<file path="config.mk">
export PLATFORM = sky130hd
export DESIGN_NAME = spi_cfg_master
export DESIGN_NICKNAME = d
export VERILOG_FILES = /design/src/rtl/spi_cfg_master.sv
export SDC_FILE = /design/constraint.sdc
export NUM_CORES = 1
export LEC_CHECK = 0
export ABC_AREA = 1
export CELL_PAD_IN_SITES_DETAIL_PLACEMENT = 2
export CELL_PAD_IN_SITES_GLOBAL_PLACEMENT = 2
export CORE_MARGIN = 2
export CORE_UTILIZATION = 34
export DETAILED_ROUTE_END_ITERATION = 12
export GPL_TIMING_DRIVEN = 0
export PLACE_DENSITY = 0.86
export SKIP_LAST_GASP = 1
export SLEW_MARGIN = 30
export SYNTH_ARGS = -nofsm -noshare
export SYNTH_HDL_FRONTEND = slang
export SYNTH_SLANG_ARGS = --single-unit
</file>
<file path="constraint.sdc">
create_clock -name clk -period 3.35 [get_ports clk]
set_input_delay 0.5025 -clock clk [delete_from_list [all_inputs] [get_ports clk]]
set_output_delay 0.5025 -clock clk [all_outputs]
set_load 0.02 [all_outputs]
</file>
<file path="src/rtl/spi_cfg_master.sv">
// SPI master that frames (address, data) register writes for the demoscene config slave.
// Mode 0, MSB first: FLUSH pulse with SSEL high, header byte, address/data pairs, then a commit TAIL pulse.
module spi_cfg_master #(
  parameter int unsigned CLK_DIV   = 2,
  parameter logic [7:0]  HEADER    = 8'h00,
  parameter int unsigned MAX_PAIRS = 7
) (
  input  logic       clk,
  input  logic       rst,
  input  logic       cmd_valid,
  output logic       cmd_ready,
  input  logic [3:0] cmd_addr,
  input  logic [7:0] cmd_data,
  input  logic       cmd_last,
  output logic       SCLK,
  output logic       SSEL,
  output logic       MOSI,
  input  logic       MISO,
  output logic       busy,
  output logic       done,
  output logic       ack
);

  typedef enum logic [2:0] {
    IDLE,
    FLUSH,
    SETUP,
    SHIFT,
    WAIT,
    TAIL,
    HOLD
  } state_t;

  typedef enum logic [1:0] {
    BYTE_HDR,
    BYTE_ADDR,
    BYTE_DATA
  } byte_t;

  localparam logic [7:0] DIV_LAST = 8'(CLK_DIV - 1);
  localparam logic [2:0] PAIR_MAX = 3'(MAX_PAIRS);

  state_t     state;
  byte_t      byte_sel;
  logic [7:0] div_cnt;
  logic [2:0] bit_cnt;
  logic [2:0] pair_cnt;
  logic [7:0] shreg;
  logic [3:0] addr_q;
  logic [7:0] data_q;
  logic       last_q;
  logic       pair_end;

  logic       phase_end;
  logic       accept;

  always_comb begin
    phase_end = (div_cnt == DIV_LAST);
    accept    = cmd_valid & cmd_ready;
  end

  always_ff @(posedge clk) begin
    if (rst) begin
      state     <= IDLE;
      byte_sel  <= BYTE_HDR;
      div_cnt   <= '0;
      bit_cnt   <= '0;
      pair_cnt  <= '0;
      shreg     <= '0;
      addr_q    <= '0;
      data_q    <= '0;
      last_q    <= 1'b0;
      pair_end  <= 1'b0;
      cmd_ready <= 1'b0;
      SCLK      <= 1'b0;
      SSEL      <= 1'b1;
      MOSI      <= 1'b0;
      busy      <= 1'b0;
      done      <= 1'b0;
      ack       <= 1'b0;
    end else begin
      done    <= 1'b0;
      // Phase timer wraps every H cycles; untimed states pin it to zero so the next phase starts aligned.
      div_cnt <= phase_end ? '0 : div_cnt + 8'd1;

      case (state)
        IDLE: begin
          div_cnt   <= '0;
          cmd_ready <= 1'b1;
          if (accept) begin
            addr_q    <= cmd_addr;
            data_q    <= cmd_data;
            last_q    <= cmd_last;
            pair_cnt  <= 3'd1;
            shreg     <= HEADER;
            byte_sel  <= BYTE_HDR;
            bit_cnt   <= '0;
            cmd_ready <= 1'b0;
            busy      <= 1'b1;
            SCLK      <= 1'b1;
            state     <= FLUSH;
          end
        end

        FLUSH: begin
          if (phase_end) begin
            if (SCLK) begin
              SCLK <= 1'b0;
            end else begin
              SSEL  <= 1'b0;
              MOSI  <= shreg[7];
              state <= SETUP;
            end
          end
        end

        SETUP: begin
          if (phase_end) begin
            SCLK  <= 1'b1;
            state <= SHIFT;
          end
        end

        SHIFT: begin
          if (phase_end) begin
            if (SCLK) begin
              SCLK <= 1'b0;
              if (bit_cnt != 3'd7) begin
                bit_cnt <= bit_cnt + 3'd1;
                shreg   <= {shreg[6:0], 1'b0};
                MOSI    <= shreg[6];
              end else begin
                bit_cnt <= '0;
                case (byte_sel)
                  BYTE_HDR: begin
                    shreg    <= {4'h0, addr_q};
                    MOSI     <= 1'b0;
                    byte_sel <= BYTE_ADDR;
                  end
                  BYTE_ADDR: begin
                    shreg    <= data_q;
                    MOSI     <= data_q[7];
                    byte_sel <= BYTE_DATA;
                  end
                  default: begin
                    MOSI     <= 1'b0;
                    pair_end <= 1'b1;
                  end
                endcase
              end
            end else if (pair_end) begin
              // The data byte's low phase has elapsed; either close the frame or park for the next pair.
              pair_end <= 1'b0;
              if (last_q || (pair_cnt == PAIR_MAX)) begin
                SCLK  <= 1'b1;
                ack   <= MISO;
                state <= TAIL;
              end else begin
                cmd_ready <= 1'b1;
                state     <= WAIT;
              end
            end else begin
              SCLK <= 1'b1;
            end
          end
        end

        WAIT: begin
          div_cnt <= '0;
          if (accept) begin
            addr_q    <= cmd_addr;
            data_q    <= cmd_data;
            last_q    <= cmd_last;
            pair_cnt  <= pair_cnt + 3'd1;
            shreg     <= {4'h0, cmd_addr};
            byte_sel  <= BYTE_ADDR;
            bit_cnt   <= '0;
            MOSI      <= 1'b0;
            cmd_ready <= 1'b0;
            state     <= SETUP;
          end
        end

        TAIL: begin
          if (phase_end) begin
            if (SCLK) begin
              SCLK <= 1'b0;
            end else begin
              state <= HOLD;
            end
          end
        end

        HOLD: begin
          if (phase_end) begin
            SSEL  <= 1'b1;
            done  <= 1'b1;
            busy  <= 1'b0;
            state <= IDLE;
          end
        end

        default: begin
          state <= IDLE;
        end
      endcase
    end
  end

endmodule
</file>
==> results.json <==
{
  "fin_skew_ps": 3.53,
  "fmaxAchievable_ghz": 0.488,
  "status": "completed",
  "synthXorXnorAreaFrac_pct": 0.711,
  "cp-end-kind": "primary output",
  "hold_ws_ps": 456,
  "crit_path_start_kind": "flip-flop",
  "cts-htree-levels": 2,
  "coreArea_um2": 7140,
  "crit_family": "buffers and inverters",
  "fill_cells": 870,
  "hold_viol_final": 0,
  "dr.first_iter.drc_count": 43,
  "cts_buffer_depth": 2,
  "drv_slew": 0,
  "regArea_um2": 961,
  "die_h_um": 89.1,
  "drt_wl_total_um": 7510,
  "synth_compound_area_share_pct": 13.6,
  "drtAntennaViolNets": 0,
  "pin_count": 24,
  "grtUsageTotal_pct": 20.5,
  "wl_per_cell_um": 15.5,
  "drcViolationCount": 0,
  "gr-total-overflow": 0,
  "cts_tree": "yes",
  "peakVddDrop_mv": 0.199,
  "vias_per_cell": 5.00,
  "finalCritPeriodShare_pct": 61.2,
  "clk_latency_ps": 310,
  "tightest_slew_ps": 455,
  "slew_headroom_pct": 69.7,
  "first_pass_iters": 5,
  "power_density_nw_per_um2": 748,
  "synth_edf_count": 0,
  "worstPathRequired_ps": 2850,
  "synth_top_family_by_area": "simple AND/OR/NAND/NOR gates",
  "yosys.area_share.simple_pct": 35.8,
  "holdBufCountCts": 0,
  "yosysWarningCount": 0,
  "detailed_place_hpwl_um": 5720,
  "cts_setup_buffers": 0,
  "synthMuxAreaShare_pct": 0,
  "crit_arrival_ps": 1550,
  "synth_area_um2": 2460,
  "seq_area_frac_synth_pct": 39.0,
  "fin_setup_tns_ps": 0,
  "num_rows": 31,
  "syn_avg_cell_area_um2": 6.98,
  "hp-class": "reg -> reg",
  "yosysUniqueCellTypes": 36,
  "maxCapViolCount": 0,
  "critical_path_class": "reg -> out",
  "die_w_um": 89.1,
  "cp_num_buf_inv": 1,
  "portBuffers": 23,
  "diodes": 0,
  "synth.area.top_cells": "dfxtp_1 (39%), nor2_1 (13%), nand2_1 (11%), o21ai_0 (7.7%), inv_1 (3.7%)",
  "synth_cells": 353,
  "die-area_um2": 7940,
  "yosysTopAreaCell": "dfxtp_1",
  "path_clk_slew_ps": 100,
  "critPathMaxFanout": 8,
  "final_util_pct": 40.8,
  "cpPeakStageDelay_ps": 680,
  "grt_pass1_wl_um": 12600,
  "ys_dominant_reg_cell": "dfxtp_1",
  "multi_input_area_um2": 1310,
  "syn_nets": 376,
  "start_util_pct": 34.5,
  "rsz0062_at_grt": "no",
  "synthAdderAreaFrac_pct": 3.05,
  "cts_buffers": 5,
  "async_reset_ff_share_pct": 0,
  "path_cells": "clkdlybuf4s50_1",
  "vias": 2413,
  "ctsResizeCount": 0,
  "nets": 406,
  "grt_pass1_vias": 2628,
  "grt_max_degree": 16,
  "routabilityCongestion": 0.758,
  "final_layout_size_suffix_gt1_share_pct": 10.4,
  "synth_top_cell_area_share_pct": 39.0,
  "setup_viol": 0,
  "power.leakage_uw": 0.00126,
  "root_buffer": "clkbuf_8",
  "antenna_found_initial": 0,
  "slowest_stage": "clkdlybuf4s50_1",
  "final_cell_mix": "nor2_1 (82), nand2_1 (69), dfxtp_1 (48)",
  "cts_sinks": 48,
  "fin_crit_ps": 2050,
  "layout_commonest_cell": "nor2_1",
  "syn_to_final_growth_pct": 18.3,
  "ys_ff_latch": 48
}
-- kinds of logic after synthesis --
family | after synthesis
AOI/OAI and AO/OA | 62
xor gates and xnor gates | 2
DFF | 48
buffers and inverters | 40
adders and majority gates | 6
and+or+nand+nor | 195
-- power by group --
part	internal (uW)	switching (uW)	leakage (uW)
logic	349	665	0.000814
registers	693	83.5	0.000392
clock network	169	218	0.0000516
-- flip-flops by register name, indices dropped and copies added, names as in the netlist --
| register | flops |
|---|---|
| byte_sel | 2 |
| MOSI | 1 |
| cmd_ready | 1 |
| shreg | 8 |
| busy | 1 |
| div_cnt | 8 |
| pair_cnt | 3 |
| done | 1 |
| bit_cnt | 3 |
| data_q | 8 |
| state | 3 |
| ack | 1 |
| SCLK | 1 |
| last_q | 1 |
| pair_end | 1 |
| SSEL | 1 |
| addr_q | 4 |
-- synth_stat cells (2+ instances only) --
| cell type | instances |
|---|---|
| inv_4 | 2 |
| nand2_4 | 2 |
| clkinv_1 | 2 |
| ha_1 | 6 |
| inv_2 | 2 |
| clkbuf_1 | 2 |
| nor3_1 | 5 |
| nor2_2 | 2 |
| a21oi_1 | 17 |
| buf_4 | 2 |
| buf_2 | 2 |
| buf_6 | 3 |
| nor2_1 | 82 |
| nand2_1 | 69 |
| nor2_4 | 5 |
| nor3b_1 | 3 |
| dfxtp_1 | 48 |
| nand3_1 | 17 |
| inv_1 | 24 |
| nand2_2 | 5 |
| o21ai_0 | 38 |
-- final cells by class --
type | count | area share (%)
Buffer | 9 | 2.28
Timing Repair Buffer | 23 | 7.90
Tap cell | 99 | 4.25
Multi-Input combinational cell | 265 | 44.9
Clock inverter | 2 | 0.473
Sequential cell | 48 | 33.0
Clock buffer | 6 | 2.84
Inverter | 31 | 4.34
-- path summary, 6_finish.rpt --
kind	from	end	slack (ps)	cells after the start
max	SCLK	SCLK	1300	1
min reg2reg	ack	ack	460	2
min	ack	ack	460	2
max reg2reg	bit_cnt[0]	shreg[6]	1330	10
-- through the flow --
step                setup slack (ps)  power [uW]  cell area, um2  instances
floorplan                       1710        1510            2460        353
global placement                1220        1750            2820        475
detailed placement              1180        1810            2820        475
CTS                             1280        2210            2910        483
global route                    1030        2360            2910        483
finish                          1300        2180            2910        483
-- per-layer routing --
metal | GRT usage, % | vias up | routed length [um]
li1 | - | 1187 | -
met2 | 37.6 | 25 | 3860
met1 | 24.3 | 1188 | 3350
met3 | 3.14 | 13 | 138
met5 | 0 | - | 0
met4 | 6.65 | 0 | 157
Power figures use the tool's default switching activity.
